==> src/rtl/iadder_b16_6b_pkg.sv <==
// Shared definitions for the 16-bit segmented approximate adder corrector.
//   - Segment geometry (LSB positions and widths of the five exact-sum segments)
//   - Controller state encoding
//   - Helpers that extract a segment field from a 16-bit word and place it back
package iadder_b16_6b_pkg;

  localparam int unsigned NSEG  = 5;
  localparam int unsigned MAX_W = 6;

  localparam int unsigned SEG_LSB [NSEG] = '{0, 6, 9, 12, 15};
  localparam int unsigned SEG_W   [NSEG] = '{6, 3, 3, 3, 1};

  typedef enum logic [1:0] {
    IDLE,
    RUN,
    DONE
  } state_t;

  // Right-aligned, zero-extended field of segment idx taken from v.
  function automatic logic [MAX_W-1:0] seg_field(input logic [15:0] v,
                                                 input int unsigned idx);
    logic [15:0] sh;
    logic [15:0] m;
    sh = v >> SEG_LSB[idx];
    m  = (16'd1 << SEG_W[idx]) - 16'd1;
    return MAX_W'(sh & m);
  endfunction

  // Inverse of seg_field: bits beyond the segment width are dropped.
  function automatic logic [15:0] seg_place(input logic [MAX_W-1:0] f,
                                            input int unsigned idx);
    logic [15:0] m;
    m = (16'd1 << SEG_W[idx]) - 16'd1;
    return (16'(f) & m) << SEG_LSB[idx];
  endfunction

endpackage

==> src/rtl/iadder_b16_6b_corrector_seg_add.sv <==
// W-bit ripple-carry adder used to recompute one segment of the exact sum.
//   a, b  : W-bit addends
//   cin   : carry in
//   s     : W-bit sum
//   cout  : carry out of bit W-1
module iadder_seg_add #(
  parameter int unsigned W = 6
) (
  input  logic [W-1:0] a,
  input  logic [W-1:0] b,
  input  logic         cin,
  output logic [W-1:0] s,
  output logic         cout
);

  always_comb begin
    logic c;
    c = cin;
    s = '0;
    for (int unsigned i = 0; i < W; i++) begin
      s[i] = a[i] ^ b[i] ^ c;
      c    = (a[i] & b[i]) | (a[i] & c) | (b[i] & c);
    end
    cout = c;
  end

endmodule

==> src/rtl/iadder_b16_6b_corrector.sv <==
// Error detector/corrector for the 16-bit segmented approximate adder.
// Recomputes the exact a+b one segment per clock with a registered carry,
// compares segments 1..4 against the speculative sum and reports a mask of
// wrong segments. Keeps saturating counts of completed and erroneous ops.
//   clk, rst            : clock, asynchronous active-high reset
//   in_valid/in_ready   : operand handshake (ready only while idle)
//   a, b, approx_sum    : operands and speculative sum
//   out_valid/out_ready : result handshake
//   sum, err_mask, err  : exact sum, per-segment error flags, any-error
//   stat_clr            : synchronous clear of op_cnt / err_cnt
//   op_cnt, err_cnt     : saturating statistics
module iadder_b16_6b_corrector
  import iadder_b16_6b_pkg::*;
#(
  parameter int unsigned CNT_W = 16
) (
  input  logic             clk,
  input  logic             rst,
  input  logic             in_valid,
  output logic             in_ready,
  input  logic [15:0]      a,
  input  logic [15:0]      b,
  input  logic [15:0]      approx_sum,
  output logic             out_valid,
  input  logic             out_ready,
  output logic [15:0]      sum,
  output logic [3:0]       err_mask,
  output logic             err,
  input  logic             stat_clr,
  output logic [CNT_W-1:0] op_cnt,
  output logic [CNT_W-1:0] err_cnt
);

  state_t             state_q, state_d;
  logic [15:0]        a_q, a_d;
  logic [15:0]        b_q, b_d;
  logic [15:0]        ap_q, ap_d;
  logic [15:0]        work_q, work_d;
  logic [3:0]         mask_q, mask_d;
  logic               carry_q, carry_d;
  logic [2:0]         seg_q, seg_d;
  logic [CNT_W-1:0]   op_cnt_q, op_cnt_d;
  logic [CNT_W-1:0]   err_cnt_q, err_cnt_d;

  int unsigned        seg_idx;
  logic [MAX_W-1:0]   seg_a, seg_b, seg_ap, seg_s;
  logic               seg_cout;
  logic [MAX_W:0]     seg_full;
  logic               seg_carry;
  logic               seg_diff;

  // Current segment operands, zero-extended into the shared 6-bit adder.
  always_comb begin
    seg_idx = (seg_q < 3'(NSEG)) ? 32'(seg_q) : 0;
    seg_a   = seg_field(a_q,  seg_idx);
    seg_b   = seg_field(b_q,  seg_idx);
    seg_ap  = seg_field(ap_q, seg_idx);
  end

  iadder_seg_add #(.W(MAX_W)) u_seg_add (
    .a    (seg_a),
    .b    (seg_b),
    .cin  (carry_q),
    .s    (seg_s),
    .cout (seg_cout)
  );

  // With zero-extended operands the carry out of a narrow segment appears
  // on the sum bit just above its width; for the full 6-bit segment it is cout.
  always_comb begin
    logic [MAX_W:0] sh;
    seg_full  = {seg_cout, seg_s};
    sh        = seg_full >> SEG_W[seg_idx];
    seg_carry = sh[0];
    seg_diff  = (seg_field(seg_place(seg_s, seg_idx), seg_idx) != seg_ap);
  end

  always_comb begin
    state_d = state_q;
    a_d     = a_q;
    b_d     = b_q;
    ap_d    = ap_q;
    work_d  = work_q;
    mask_d  = mask_q;
    carry_d = carry_q;
    seg_d   = seg_q;

    case (state_q)
      IDLE: begin
        if (in_valid) begin
          a_d     = a;
          b_d     = b;
          ap_d    = approx_sum;
          work_d  = '0;
          mask_d  = '0;
          carry_d = 1'b0;
          seg_d   = '0;
          state_d = RUN;
        end
      end
      RUN: begin
        work_d  = work_q | seg_place(seg_s, seg_idx);
        carry_d = seg_carry;
        if (seg_q != 3'd0) begin
          mask_d = mask_q | (4'(seg_diff) << (seg_q - 3'd1));
        end
        if (seg_q == 3'(NSEG - 1)) begin
          seg_d   = '0;
          carry_d = 1'b0;
          state_d = DONE;
        end else begin
          seg_d = seg_q + 3'd1;
        end
      end
      DONE: begin
        if (out_ready) begin
          state_d = IDLE;
        end
      end
      default: state_d = IDLE;
    endcase
  end

  always_comb begin
    op_cnt_d  = op_cnt_q;
    err_cnt_d = err_cnt_q;
    if (stat_clr) begin
      op_cnt_d  = '0;
      err_cnt_d = '0;
    end else if (state_q == DONE && out_ready) begin
      if (op_cnt_q != '1) begin
        op_cnt_d = op_cnt_q + 1'b1;
      end
      if ((|mask_q) && (err_cnt_q != '1)) begin
        err_cnt_d = err_cnt_q + 1'b1;
      end
    end
  end

  always_ff @(posedge clk or posedge rst) begin
    if (rst) begin
      state_q   <= IDLE;
      a_q       <= '0;
      b_q       <= '0;
      ap_q      <= '0;
      work_q    <= '0;
      mask_q    <= '0;
      carry_q   <= 1'b0;
      seg_q     <= '0;
      op_cnt_q  <= '0;
      err_cnt_q <= '0;
    end else begin
      state_q   <= state_d;
      a_q       <= a_d;
      b_q       <= b_d;
      ap_q      <= ap_d;
      work_q    <= work_d;
      mask_q    <= mask_d;
      carry_q   <= carry_d;
      seg_q     <= seg_d;
      op_cnt_q  <= op_cnt_d;
      err_cnt_q <= err_cnt_d;
    end
  end

  assign in_ready  = (state_q == IDLE);
  assign out_valid = (state_q == DONE);
  assign sum       = work_q;
  assign err_mask  = mask_q;
  assign err       = |mask_q;
  assign op_cnt    = op_cnt_q;
  assign err_cnt   = err_cnt_q;

endmodule

==> config.mk <==
export PLATFORM = sky130hd
export DESIGN_NAME = iadder_b16_6b_corrector
export DESIGN_NICKNAME = d
export VERILOG_FILES = /design/src/rtl/iadder_b16_6b_pkg.sv /design/src/rtl/iadder_b16_6b_corrector_seg_add.sv /design/src/rtl/iadder_b16_6b_corrector.sv
export SDC_FILE = /design/constraint.sdc
export NUM_CORES = 1
export LEC_CHECK = 0
export ABC_AREA = 0
export CAP_MARGIN = 20
export CORE_MARGIN = 2
export CORE_UTILIZATION = 45
export CTS_BUF_LIST = sky130_fd_sc_hd__clkbuf_4 sky130_fd_sc_hd__clkbuf_8
export CTS_CLUSTER_SIZE = 40
export DETAILED_ROUTE_END_ITERATION = 10
export GPL_TIMING_DRIVEN = 0
export PLACE_DENSITY = 0.82
export SKIP_CTS_REPAIR_TIMING = 1
export SLEW_MARGIN = 15
export SYNTH_ARGS = -nofsm -noshare
export SYNTH_HDL_FRONTEND = slang
export SYNTH_SLANG_ARGS = --single-unit
==> constraint.sdc <==
create_clock -name clk -period 7.9 [get_ports clk]
set_input_delay 2.37 -clock clk [delete_from_list [all_inputs] [get_ports clk]]
set_output_delay 2.37 -clock clk [all_outputs]
set_load 0.1 [all_outputs]
After elaboration in Yosys (flattened, before gate mapping)
Memory sizes are Yosys's and may differ from the RTL's.
Index checks and enable logic that the tools add are counted.
Operators by class
  eq/ne operators: 10
  order comparisons: 2
  add/subtract/negate cells: 5
  reductions and logical operators: 15
  mux-type cells: 26
  bitwise operators: 50
  shifts and indexed selects: 8
Operators by type and width (number)
  32-bit 2-to-1 mux: 4
  16-bit by 32-bit right shift with 6-bit output: 4
  16-bit 2-to-1 mux: 7
  33-bit by 4-bit >= comparator with 1-bit output (second input constant): 1
  3-bit inverter with 33-bit output: 1
  16-bit by 1-bit adder with 16-bit output (second input constant): 2
  16-bit != test (second input constant): 2
  16-bit case mux with 2 select lines: 1
  1-bit by 32-bit << shifter with 16-bit output (first input constant): 1
  16-bit by 32-bit << shifter with 16-bit output: 1
  7-bit by 32-bit right shift with 1-bit output: 1
  6-bit bitwise AND: 4
  1-bit bitwise AND: 18
  6-bit by 16-bit bitwise AND with 16-bit output: 1
  16-bit OR: 1
  16-bit by 1-bit subtractor with 16-bit output (second input constant): 1
  1-bit OR: 12
  1-bit bitwise XOR: 12
  3-bit 2-to-1 mux: 3
  4-bit 2-to-1 mux: 2
  4-bit case mux with 2 select lines: 1
  2-bit AND reduction: 4
  2-bit nonzero test: 4
  2-bit 2-to-1 mux: 3
  20 further kinds: 25
Word-level totals
  memories kept: 2
  memory bits (read-only): 512
  input bits: 53
  register bits after elaboration: 106
  output and inout port bits: 55
Memory list
  (no name shown): words 8, bits a word 32, rd ports 1, clocked after Yosys merged registers in 0, wr ports 0, RTL line iadder_b16_6b_pkg.sv:34  | return (16'(f) & m) << SEG_LSB[idx];
  (no name shown): words 8, bits a word 32, rd ports 1, clocked after Yosys merged registers in 0, wr ports 0, RTL line iadder_b16_6b_pkg.sv:33  | m = (16'd1 << SEG_W[idx]) - 16'd1;

Longest topological paths before layout
  depth after elaboration: 34
  gate-level depth with buffers: 20

Cells and area by module
From an unflattened synthesis, not the netlist that was laid out.
Second synthesis, totals
  cell total of the unflattened synthesis: 657
  area, all modules: 5806.8 sq um
By module, submodules not included
  iadder_b16_6b_corrector: cells an instance 641, area each 5649.2 sq um, instances 1
  iadder_seg_add: cells an instance 16, area each 157.7 sq um, instances 1

Least setup slack after synthesis
OpenSTA, ideal clock, no wires.
  path kind: reg2reg
  start point: register seg_q[0]
  end point: register mask_q[3] (netlist: err_mask[3])
  cell stages (with the launch flop): 20
  clock period less this slack: 4.403 ns
  setup slack: 3.497 ns
  arrival: 4.275 ns
  path buffers: 3
  cells stage by stage: dfrtp_1 > buf_4 > or2_1 > buf_4 > xnor2_1 > clkbuf_1 > a221o_1 > fa_1 > fa_1 > inv_1 > fa_1 > fa_1 > inv_1 > fa_1 > inv_1 > fa_1 > xor2_1 > o31ai_1 > and4_4 > o21ai_0
Between the ends
  longest elaborated chain between the ends: 34
Ends and longest elaborated chain
  start: declaration: RTL line iadder_b16_6b_corrector.sv:41  | logic [2:0] seg_q, seg_d;
  start signal: assignment: RTL line iadder_b16_6b_corrector.sv:160  | seg_q <= seg_d;
  3-bit less-than comparator: RTL line iadder_b16_6b_corrector.sv:54  | seg_idx = (seg_q < 3'(NSEG)) ? 32'(seg_q) : 0;
  3-bit 2-to-1 mux: RTL line iadder_b16_6b_corrector.sv:54
  3-bit inverter with 33-bit output (not written as such)
  memory read 8 x 32 bit
  32-bit 2-to-1 mux (2 in a row)
  1-bit by 32-bit << shifter with 16-bit output
  16-bit by 1-bit subtractor with 16-bit output
  6-bit bitwise AND: RTL line iadder_b16_6b_pkg.sv:26  | return MAX_W'(sh & m);
  (+17 left out)
  16-bit by 32-bit << shifter with 16-bit output
  16-bit by 32-bit right shift with 6-bit output: RTL line iadder_b16_6b_pkg.sv:24  | sh = v >> SEG_LSB[idx];
  6-bit bitwise AND: RTL line iadder_b16_6b_pkg.sv:26
  6-bit != test: RTL line iadder_b16_6b_corrector.sv:75  | seg_diff = (seg_field(seg_place(seg_s, seg_idx), seg_idx) != seg_ap);
  1-bit by 3-bit << shifter with 4-bit output: RTL line iadder_b16_6b_corrector.sv:105  | mask_d = mask_q | (4'(seg_diff) << (seg_q - 3'd1));
  4-bit OR: RTL line iadder_b16_6b_corrector.sv:105
  4-bit 2-to-1 mux: RTL line iadder_b16_6b_corrector.sv:104  | if (seg_q != 3'd0) begin
  4-bit case mux with 2 select lines: RTL line iadder_b16_6b_corrector.sv:88  | case (state_q)
  end signal: assignment: RTL line iadder_b16_6b_corrector.sv:158  | mask_q <= mask_d;
  end: declaration: RTL line iadder_b16_6b_corrector.sv:39  | logic [3:0] mask_q, mask_d;
Parallel ways exist; a longest one is shown, timed or not. The select of a mux whose other input is x is not followed.
A chain may end at the register's enable or synchronous reset.

Worst setup path after layout
Ends and elaborated chain as after synthesis.

==> results list <==
* Outcome: completed
- TritonCTS clock tree: built
* Clock buffer depth: 2
* # setup viols final: 0
* Static leakage: 2.86 nW
* Share of cells above drive strength 1: between 10% and 20%
- After detailed routing, the number of remaining DRC violations is 0.
- Before antenna repair, the detailed router went through 5 iterations.
- Once detail routing completed, the nets flagged for antenna violations numbered 0.
* Async set-reset flop share out of synthesis: between 90% and 100%
* Cell internal pwr: between 0.0015 and 0.002 W
- Wire length after detailed routing: approximately 13 mm
- Based on the critical path, the design can be clocked at up to 205 MHz.
- STA classifies the critical path startpoint as a flop.
- Switching power total: approximately 0.0015 W
* GRT Util Overall: between 20% and 30%
- Of the synthesized area, sequential elements account for 50.2%.
- Hold is met by slightly below 500 ps.
- After legalization and detailed placement, the total HPWL measured approximately 9.4 mm.
* Critical Path AT: 5130 ps
- Cell count after placement: 739
- Share of total power in sequential cells: 28.3%
- Summed over all layers, the global routing overflow is 0.
- The most used flip-flop cell after synthesis is sky130_fd_sc_hd__dfrtp_1.
* Max-cap viol count: 0
* Distinct cell type count of the synthesized netlist: just over 60
* GP Congestion: slightly above 0.9
* Largest voltage drop on the vdd net: roughly 0.28 mV
- For the final database, setup skew stands at 14.3 ps.
- For this configuration, the core starts out at a cell density of between 40% and 50%.
* Wire length of the first global-routing pass: between 20 and 25 mm
* Count of H-tree levels built during CTS: 3
- The share of total power dissipated in combinational logic is between 60 and 70%.
* Core footprint: roughly 0.011 mm²
- Number of inserted diodes: 0
* Proportion of netlist area held by the largest area contributor: 50.2%
- The Yosys step of the flow raised 0 warnings.
* Crit end category: flop
* Aggregate negative setup slack: 0 ps
- Measured along the x axis, the die boundary spans approximately 110 µm.
* Flops & latches, synth: about 110
- Unrepaired setup endpoints after global routing: false
- Cell with the most instances after synthesis: sky130_fd_sc_hd__dfrtp_1
- Later-pin clock latency in the skew report: around 370 ps
* Net total in the final layout: between 600 and 700
* Critical path type: flop to flop
* Gate Count Post-Synth: 489
- After clock tree synthesis, the clock-pin slew on the worst setup and hold paths is ~90 ps.
- Utilization of the core after routing: between 50% and 60%
- Root buffer selected by CTS: sky130_fd_sc_hd__clkbuf_8
- Footprint of the flip-flops and latches: ~0.0027 mm²
* Tmin final: a little under 5000 ps
- The die is between 100 and 150 µm tall.
- Synthesized area per cell: between 10 and 15 µm²
- Dividing total power by cell area gives a power density of about 450 mW/mm².
- Slew @ Worst Pin: 1030 ps
- Port buffering added 106 buffers.
- When the netlist entered floorplanning its net count stood at around 550.
- Total power of the final layout: around 0.003 W
- Count of flip-flops with a built-in enable after synthesis: 0
* Std cell rows: 39
* Via count of the first global-routing pass: roughly 4200
* Worst slew margin relative to its limit: 31.1%
* Worst-path maximum fanout: 10
- Count of filler cells inserted in the layout: 954
- The final-report hold violation count is 0.
* Detailed-route wire length per cell: 16.7 µm
- The multi-input combinational cells in the finished layout cover a total of 0.00246 mm².
- Syn-to-layout area delta: 27.8%
- Fin cells: about 760
* Clock Sink Count: between 100 and 150
- The detailed router placed approximately 4300 vias in this run.
- Cell area after synthesis: 0.00529 mm²
* Full die area: 0.0126 mm²
* Number of DRC violations after detailed-routing iteration 0: 385
- Post-synth top area cell: sky130_fd_sc_hd__dfrtp_1
- Final critical-path share of the clock period: between 60 and 70%
- In this run the register-to-register setup slack is between 3000 and 4000 ps.
- The clock network is responsible for about 11% of the overall power.
- Switching part of the total: a little under 50%
- The tightest min-delay check is of the flop to flop type.
* Num ports: around 110
- Clock tree synthesis inserted a total of 9 buffers.
- Entering global routing, the biggest net connects between 70 and 80 pins.
- Dividing the detail-routed via count by the number of cells gives around 5.7.
* Leading cell types by total area after synthesis: sky130_fd_sc_hd__dfrtp_1 50%, sky130_fd_sc_hd__mux2_2 11%, sky130_fd_sc_hd__nand2_1 3.8%
* Number of antenna violations at the first check in global routing: 0
- Commonest cells in the netlist: 106 x sky130_fd_sc_hd__dfrtp_1, 54 x sky130_fd_sc_hd__nand2_1, 52 x sky130_fd_sc_hd__mux2_2
- Number of pins exceeding their max-slew limit in the final report: 0
- STA puts the critical path data required time at approximately 8200 ps.
-- final timing paths --
path / start / end / depth (start not counted)
worst min register to register: sum[7] / sum[7] / 2
worst min-delay path: sum[7] / sum[7] / 2
worst max register to register: seg_q[0] / err_mask[3] / 19
max in group asynchronous: rst / sum[11] / 3
min in group asynchronous: rst / b_q[11] / 2
worst max-delay path: seg_q[0] / err_mask[3] / 19
-- metal layers --
layer / part of all wire [%] / global-route usage (%) / vias up
met3: 7.0 / 4.32 / 33
li1: - / - / 1963
met4: 2.4 / 7.15 / 0
met5: 0 / 0 / -
met2: 49 / 33.9 / 176
met1: 41 / 26.2 / 2105
-- kinds of logic after synthesis --
group           synth area share, %
fa+ha+maj                      3.45
xor+xnor                       5.47
mux                            12.8
flops                          50.2
compound gates                 9.68
simple gates                   15.1
buf+inv                        3.31
-- flip-flops by register name, summed over array words and instances, names as in the netlist --
register	count
a_q	16
ap_q	16
b_q	16
carry_q	1
err_cnt	16
err_mask	4
op_cnt	16
seg_q	3
state_q	2
sum	16
-- through the flow --
| step | setup WS, ps | area (µm²) |
|---|---|---|
| global placement | 1330 | 6530 |
| finish | 3020 | 6760 |
| detailed placement | 3050 | 6560 |
| global route | 2820 | 6760 |
| CTS | 3020 | 6760 |
| floorplan | 2740 | 5290 |
-- critical path: stages (launching register included) --
cell and delay, ps:
sky130_fd_sc_hd__dfrtp_1 410, sky130_fd_sc_hd__buf_4 190, sky130_fd_sc_hd__or2_1 210, sky130_fd_sc_hd__buf_4 180
sky130_fd_sc_hd__xnor2_1 150, sky130_fd_sc_hd__clkbuf_1 260, sky130_fd_sc_hd__a221o_1 420, sky130_fd_sc_hd__fa_1 380
sky130_fd_sc_hd__fa_1 370, sky130_fd_sc_hd__inv_1 70, sky130_fd_sc_hd__fa_1 190, sky130_fd_sc_hd__fa_1 180
sky130_fd_sc_hd__inv_1 50, sky130_fd_sc_hd__fa_1 340, sky130_fd_sc_hd__inv_1 70, sky130_fd_sc_hd__fa_1 480
sky130_fd_sc_hd__xor2_1 190, sky130_fd_sc_hd__o31ai_1 240, sky130_fd_sc_hd__and4_4 290, sky130_fd_sc_hd__o21ai_0 90
-- power by group through the flow --
stage                     Clock (W)  Combinational, W  Sequential [W]
after floorplan                   0           0.00105         0.00114
after global placement            0           0.00176        0.000852
after detailed placement          0           0.00180        0.000863
after CTS                  0.000346           0.00181        0.000852
after global routing       0.000367           0.00195        0.000873
final                      0.000339           0.00182        0.000852
-- layout by cell type (no fill, tap or decap), types with 6 or more instances in the layout --
| cell | instances |
|---|---|
| sky130_fd_sc_hd__a21oi_1 | 9 |
| sky130_fd_sc_hd__a22o_1 | 6 |
| sky130_fd_sc_hd__and3_1 | 7 |
| sky130_fd_sc_hd__buf_1 | 7 |
| sky130_fd_sc_hd__clkbuf_1 | 13 |
| sky130_fd_sc_hd__clkbuf_8 | 9 |
| sky130_fd_sc_hd__clkdlybuf4s50_1 | 106 |
| sky130_fd_sc_hd__dfrtp_1 | 106 |
| sky130_fd_sc_hd__fa_1 | 6 |
| sky130_fd_sc_hd__inv_1 | 11 |
| sky130_fd_sc_hd__mux2_2 | 52 |
| sky130_fd_sc_hd__mux2i_1 | 9 |
| sky130_fd_sc_hd__nand2_1 | 54 |
| sky130_fd_sc_hd__nand3_1 | 17 |
| sky130_fd_sc_hd__nand4_1 | 11 |
| sky130_fd_sc_hd__nor2_1 | 43 |
| sky130_fd_sc_hd__o211ai_1 | 6 |
| sky130_fd_sc_hd__o21ai_0 | 18 |
| sky130_fd_sc_hd__xnor2_1 | 12 |
| sky130_fd_sc_hd__xor2_1 | 21 |
-- area by class of cell --
class | count | area share [%]
Sequential cell | 106 | 39.3
Multi-Input combinational cell | 342 | 36.4
Timing Repair Buffer | 107 | 16.1
Tap cell | 143 | 2.65
Clock buffer | 10 | 1.94
Buffer | 28 | 1.87
Clock inverter | 6 | 0.963
Inverter | 13 | 0.796
(Power assumes the default switching activity.)
